File: src/rtl/fetch_pkg.sv
// Shared types and helpers for the instruction-fetch stage.
//   fetch_state_t  : fetch sequencer states
//   OP_*           : LEGv8 branch opcodes (B, CBZ, B.cond)
//   sext_br_offset : byte offset of a B (imm26) or CBZ/B.cond (imm19) branch
package fetch_pkg;

  typedef enum logic [1:0] {IDLE, REQ, WAIT, DRAIN} fetch_state_t;

  localparam logic [5:0] OP_B     = 6'b000101;
  localparam logic [7:0] OP_CBZ   = 8'b10110100;
  localparam logic [7:0] OP_BCOND = 8'b01010100;

  localparam int BR_ADDR_W = 64;

  // Sign-extended immediate, scaled to bytes (word offset << 2).
  function automatic logic [BR_ADDR_W-1:0] sext_br_offset(input logic [31:0] inst,
                                                          input logic        uncond);
    logic [BR_ADDR_W-1:0] off;
    if (uncond) off = {{(BR_ADDR_W-28){inst[25]}}, inst[25:0], 2'b00};
    else        off = {{(BR_ADDR_W-21){inst[23]}}, inst[23:5], 2'b00};
    return off;
  endfunction

endpackage

File: src/rtl/fetch_unit_fifo.sv
// Two-entry instruction buffer holding {inst, pc}. Output is taken straight
// from storage flops, so a pushed entry is visible the cycle after the push.
//   clk_i, rst_ni : clock, async active-low reset
//   push_i/pop_i  : enqueue wdata_i / dequeue head at the edge
//   flush_i       : empty the buffer (wins over push/pop)
//   rdata_o       : head entry, count_o : occupancy 0..2
module fetch_fifo #(
  parameter int W = 96
) (
  input  logic         clk_i,
  input  logic         rst_ni,
  input  logic         push_i,
  input  logic         pop_i,
  input  logic         flush_i,
  input  logic [W-1:0] wdata_i,
  output logic [W-1:0] rdata_o,
  output logic [1:0]   count_o
);

  logic [1:0][W-1:0] mem_q;
  logic              wr_q, rd_q;
  logic [1:0]        cnt_q;
  logic              do_push, do_pop;

  assign do_pop  = pop_i && (cnt_q != 2'd0);
  // Push into a full buffer is legal only when the head leaves at the same edge.
  assign do_push = push_i && ((cnt_q != 2'd2) || do_pop);

  always_ff @(posedge clk_i or negedge rst_ni) begin
    if (!rst_ni) begin
      mem_q <= '0;
      wr_q  <= 1'b0;
      rd_q  <= 1'b0;
      cnt_q <= 2'd0;
    end else if (flush_i) begin
      wr_q  <= 1'b0;
      rd_q  <= 1'b0;
      cnt_q <= 2'd0;
    end else begin
      if (do_push) begin
        mem_q[wr_q] <= wdata_i;
        wr_q        <= ~wr_q;
      end
      if (do_pop) rd_q <= ~rd_q;
      cnt_q <= cnt_q + {1'b0, do_push} - {1'b0, do_pop};
    end
  end

  assign rdata_o = mem_q[rd_q];
  assign count_o = cnt_q;

endmodule

File: src/rtl/fetch_unit.sv
// Instruction fetch: owns the PC, issues word fetches over a valid/ready
// request channel, buffers responses in a 2-entry FIFO and hands {inst, pc}
// to decode. Taken branches redirect the PC and flush the buffer; a response
// already in flight at redirect time is drained and discarded.
//   clk, rst (async, active low)
//   imem_req_valid/ready, imem_addr   : fetch request
//   imem_rsp_valid, imem_rsp_data     : in-order response, one per request
//   inst_valid/ready, inst, inst_pc   : buffered instruction to decode
//   BrTaken, UncondBr, br_inst, br_pc : branch redirect
module fetch_unit
  import fetch_pkg::*;
#(
  parameter int                ADDR_W     = 64,
  parameter int                INST_W     = 32,
  parameter logic [ADDR_W-1:0] RESET_PC   = '0,
  parameter int                FIFO_DEPTH = 2
) (
  input  logic              clk,
  input  logic              rst,
  output logic              imem_req_valid,
  input  logic              imem_req_ready,
  output logic [ADDR_W-1:0] imem_addr,
  input  logic              imem_rsp_valid,
  input  logic [INST_W-1:0] imem_rsp_data,
  output logic              inst_valid,
  input  logic              inst_ready,
  output logic [INST_W-1:0] inst,
  output logic [ADDR_W-1:0] inst_pc,
  input  logic              BrTaken,
  input  logic              UncondBr,
  input  logic [INST_W-1:0] br_inst,
  input  logic [ADDR_W-1:0] br_pc
);

  localparam logic [ADDR_W-1:0] ALIGN_MASK = ~ADDR_W'(3);

  fetch_state_t      state_q, state_d;
  logic [ADDR_W-1:0] fetch_pc_q, fetch_pc_d;
  logic [ADDR_W-1:0] req_pc_q, req_pc_d;   // PC of the outstanding request
  logic              outst_q, outst_d;
  logic [ADDR_W-1:0] target;
  logic              credit, accept, push, pop, flush;
  logic [1:0]        fifo_cnt;
  logic [INST_W+ADDR_W-1:0] fifo_rdata;

  assign target    = br_pc + ADDR_W'(sext_br_offset(br_inst, UncondBr));
  assign imem_addr = fetch_pc_q & ALIGN_MASK;

  // Buffered plus in-flight instructions never exceed the buffer size.
  assign credit         = (int'(fifo_cnt) + int'(outst_q)) < FIFO_DEPTH;
  assign imem_req_valid = (state_q == REQ) && credit && !BrTaken;
  assign accept         = imem_req_valid && imem_req_ready;
  assign inst_valid     = (fifo_cnt != 2'd0);
  assign pop            = inst_valid && inst_ready;

  always_comb begin
    state_d    = state_q;
    fetch_pc_d = fetch_pc_q;
    req_pc_d   = req_pc_q;
    outst_d    = outst_q;
    push       = 1'b0;
    flush      = 1'b0;
    if (BrTaken) begin
      // Redirect wins: a same-cycle response is dropped; one still in flight
      // is drained later. No request can be accepted this cycle.
      flush      = 1'b1;
      fetch_pc_d = target;
      outst_d    = outst_q && !imem_rsp_valid;
      state_d    = outst_d ? DRAIN : REQ;
    end else begin
      unique case (state_q)
        IDLE: state_d = REQ;
        REQ: if (accept) begin
          outst_d    = 1'b1;
          req_pc_d   = imem_addr;
          fetch_pc_d = imem_addr + ADDR_W'(4);
          state_d    = WAIT;
        end
        WAIT: if (imem_rsp_valid) begin
          push    = 1'b1;
          outst_d = 1'b0;
          state_d = REQ;
        end
        DRAIN: if (imem_rsp_valid) begin
          outst_d = 1'b0;
          state_d = REQ;
        end
        default: state_d = IDLE;
      endcase
    end
  end

  always_ff @(posedge clk or negedge rst) begin
    if (!rst) begin
      state_q    <= IDLE;
      fetch_pc_q <= RESET_PC;
      req_pc_q   <= '0;
      outst_q    <= 1'b0;
    end else begin
      state_q    <= state_d;
      fetch_pc_q <= fetch_pc_d;
      req_pc_q   <= req_pc_d;
      outst_q    <= outst_d;
    end
  end

  fetch_fifo #(.W(INST_W + ADDR_W)) u_fifo (
    .clk_i   (clk),
    .rst_ni  (rst),
    .push_i  (push),
    .pop_i   (pop),
    .flush_i (flush),
    .wdata_i ({imem_rsp_data, req_pc_q}),
    .rdata_o (fifo_rdata),
    .count_o (fifo_cnt)
  );

  assign inst    = fifo_rdata[INST_W+ADDR_W-1:ADDR_W];
  assign inst_pc = fifo_rdata[ADDR_W-1:0];

endmodule

File: config.mk
export PLATFORM = sky130hd
export DESIGN_NAME = fetch_unit
export DESIGN_NICKNAME = d
export VERILOG_FILES = /design/src/rtl/fetch_pkg.sv /design/src/rtl/fetch_unit_fifo.sv /design/src/rtl/fetch_unit.sv
export SDC_FILE = /design/constraint.sdc
export NUM_CORES = 1
export LEC_CHECK = 0
export BUFFER_PORTS_ARGS = -buffer_cell sky130_fd_sc_hd__clkbuf_2
export CELL_PAD_IN_SITES_DETAIL_PLACEMENT = 0
export CELL_PAD_IN_SITES_GLOBAL_PLACEMENT = 2
export CORE_MARGIN = 3
export CORE_UTILIZATION = 33
export CTS_BUF_LIST = sky130_fd_sc_hd__clkbuf_16
export CTS_CLUSTER_SIZE = 40
export DETAILED_ROUTE_END_ITERATION = 6
export PLACE_DENSITY = 0.85
export RECOVER_POWER = 50
export SLEW_MARGIN = 20
export SYNTH_ARGS = -nofsm -noshare
export SYNTH_HDL_FRONTEND = slang
export SYNTH_SLANG_ARGS = --single-unit
File: constraint.sdc
create_clock -name clk -period 2.53 [get_ports clk]
set_clock_uncertainty 0.05 [all_clocks]
set_input_delay 0.1265 -clock clk [delete_from_list [all_inputs] [get_ports clk]]
set_output_delay 0.1265 -clock clk [all_outputs]
set_load 0.01 [all_outputs]
==> results.tsv <==
metric	value	unit
die_area	56800	µm²
ys_types	69	
remaining_drc_errors	0	
gr-total-overflow	0	
cp_data_arrival_time	3310	ps
maxCapViolCount	1	
start_util	33.6	%
maxUsedRoutingLayer	met5	
clockRootBuffer	clkbuf_16	
grt_antenna_before_repair	1	
finalNetCount	2553	
rsz0062_at_grt	true	
cts_made_buffers	31	
insertion_delay	580	ps
grt_pass1_wl	87.2	mm
die_w	238	µm
hold_ws	90.8	ps
avgSynthCellArea	10.4	µm²
power.density	766	nW/µm²
gp_congestion	0.889	
core	53000	µm²
synth_top_cells_by_count	dfrtp_1 (319), mux2_2 (301), nand2_1 (288)	
relSlewSlack	-18.5	%
drtPass1Iterations	5	
cts_tree	built	
syn_to_final_growth	42.6	%
finalCritPeriodShare	115	%
crit_start	UncondBr	
cp.required	2930	ps
path_cells	buf_8 > buf_6 > buf_12 > nand2b_4 > buf_4 > nand2_1 > ha_1 > and4_1 > nand4_1 > nor3b_2 > a32o_1 > a311o_1 > a211o_1 > a221o_1 > a21oi_2 > xor2_1 > mux2i_1	
num_vias	15232	
vias_per_cell	4.97	
grt_pass1_vias	15631	
synth_top_area_share	44.8	%
synth.area.top_cells	dfrtp_1 (45%), mux2_2 (19%), nand2_1 (6.1%), ha_1 (4.5%), a21oi_1 (2.9%)	
fin_crit	2910	ps
synth.largest_area_cell	dfrtp_1	
wl_per_cell	18.3	µm
tightest_slew	1780	ps
track_usage	19.1	%
hold_violations	0	
route.met3.wl	2.35	mm
die_h	238	µm
drive_above_1_share	46.7	%
place_hpwl	41.9	mm
syn_area	17800	µm²
fmax	0.344	GHz
total_power	19.4	mW
first_iter_violations	829	
ys_ff_latch	319	
wl_met1	25.7	mm
endpoint_kind	flop	
leakagePower	12.4	nW
synth_edf_count	0	
io_pins	297	
n_antenna_cell	0	
wl_met2	26.5	mm
h-tree-depth	1	
ff2ff_setup_slack	60	ps
ir_worst_vdd	0.000588	V
numPortBuffers	284	
slew_viol_final	71	
numClockSinks	319	
yosysSeqAreaShare	44.8	%
reg2reg_to	fetch_pc_q[36]$_DFFE_PN0P_	
clock_path_buffers	3	
worstSetupPathType	input pin to flop	
cp_max_fo	7	
fp-row-count	84	
endpoint	fetch_pc_q[52]$_DFFE_PN0P_	
wirelength	56.0	mm
async_reset_ff_share	100	%
worst_path_largest_cell_delay	390	ps
r2r-start	u_fifo.count_o[1]$_DFF_PN0_	
outcome	complete, but fails checks	
layout_setup_ws	-375	ps
ant_nets	0	
violations	capacitance limit, slew limit, setup timing	
min_path_type	input pin to flop	
syn_inst	1720	
finalSetupViolCount	29	
ys_warn_count	0	
yosysMostFrequentCell	dfrtp_1	
startpoint_type	input pin	
grt_max_degree	72	
clkTransAtPathRegs	70	ps
slowest_stage	a311o_1	
reg2reg_depth	10	
ys.flop_type	dfrtp_1	
## cells in the final DEF, fill, tap and decap left out, types with 6 or more instances in the layout
cell type / Yosys / routed
buf_12: 0 / 9
xnor2_2: 0 / 6
nor2_1: 74 / 66
ha_4: 0 / 22
buf_6: 0 / 25
mux2_4: 0 / 9
o21bai_1: 17 / 15
and3_1: 24 / 21
clkbuf_2: 0 / 238
xnor2_1: 58 / 48
nand2_1: 288 / 276
a31oi_1: 14 / 10
a211oi_1: 11 / 8
and4_1: 9 / 8
nand4_1: 30 / 30
a21o_1: 32 / 32
buf_4: 4 / 313
ha_1: 64 / 41
and2_1: 11 / 7
a21oi_1: 103 / 63
clkbuf_1: 69 / 58
a21oi_2: 0 / 33
inv_1: 12 / 20
dfrtp_1: 319 / 318
o21ai_2: 0 / 9
dlygate4sd3_1: 0 / 38
a21oi_4: 0 / 7
nor3_1: 20 / 15
clkbuf_16: 0 / 31
o21ai_1: 9 / 21
clkinv_1: 0 / 9
xor2_1: 45 / 38
mux2i_1: 8 / 8
nand2_2: 0 / 7
o21ai_0: 54 / 32
mux2_2: 301 / 292
nand3_1: 30 / 26
## sequential cells by signal, summed over array words and instances (netlist names)
register / count
u_fifo.mem_q: 188
fetch_pc_q: 62
req_pc_q: 62
state_q: 2
u_fifo.count_o: 2
outst_q: 1
u_fifo.rd_q: 1
u_fifo.wr_q: 1
## metrics by stage
stage / utilization [%] / std cells / setup TNS (ps) / setup WS [ps] / area [µm²]
2_1_floorplan: - / 1723 / -15180 / -943 / 18000
3_3_place_gp: 42.5 / 2930 / -39180 / -1290 / 22500
4_1_cts: 46.6 / 3045 / -5150 / -464 / 24700
6_report: 47.9 / 3065 / -3490 / -375 / 25400
3_5_place_dp: 42.5 / 2930 / -40670 / -1290 / 22500
5_1_grt: 47.9 / 3065 / -14390 / -472 / 25400
## cells by family (layout without fill, tap and decap cells)
logic type | Yosys count | in the layout | synth area share [%]
XOR/XNOR | 103 | 103 | 5.07
buffers and inverters | 105 | 758 | 2.31
multiplexers | 309 | 309 | 19.5
other | 1 | 4 | 0.0211
AND/OR/NAND/NOR | 517 | 518 | 13.0
AO/OA/AOI/OAI | 301 | 301 | 10.6
flip-flops | 319 | 319 | 44.8
adder cells (fa/ha/maj) | 65 | 65 | 4.61
## per-layer routing
metal | track usage, % | vias up
li1 | - | 7383
met1 | 26.1 | 7472
met2 | 31.8 | 295
met3 | 2.58 | 80
met4 | 5.35 | 2
met5 | 0 | -
## report_power, final
group | total, mW | switching (mW) | internal (mW)
logic | 7.41 | 3.82 | 3.59
registers | 7.36 | 0.997 | 6.36
clock network | 4.67 | 1.95 | 2.72
## critical path, delay by kind of cell
family | cells | cell delay [ps]
AO/OA/AOI/OAI | 5 | 1460
AND/OR/NAND/NOR | 5 | 680
buffers and inverters | 4 | 480
adder cells (fa/ha/maj) | 1 | 310
XOR/XNOR | 1 | 150
multiplexers | 1 | 80
## area by class of cell
cell class	count	area, µm²
Clock buffer	31	776
Clock inverter	26	241
Fill cell	4939	27600
Inverter	13	48.8
Multi-Input combinational cell	1300	10800
Sequential cell	319	7990
Tap cell	688	861
Timing Repair Buffer	688	4710
## worst min path at each step
stage                         from                          to  slack [ps]  cells after the start
after detailed placement       rst   fetch_pc_q[5]$_DFFE_PN0P_          80                      1
after floorplan                rst  fetch_pc_q[10]$_DFFE_PN0P_        -220                      0
final                     br_pc[3]   fetch_pc_q[3]$_DFFE_PN0P_          90                      4
after global placement         rst   fetch_pc_q[5]$_DFFE_PN0P_          80                      1
after CTS                 br_pc[3]   fetch_pc_q[3]$_DFFE_PN0P_          40                      4
after global routing      br_pc[3]   fetch_pc_q[3]$_DFFE_PN0P_          70                      4
## repair_timing
item	4_1_cts	5_1_grt
endpoints found under the hold margin	335	0
buffers inserted	18	25
endpoints found under the setup margin	41	45
hold buffers	38	0
pin swaps	51	85
gates cloned	3	0
gates resized for setup	103	146
Power figures use the tool's default switching activity.
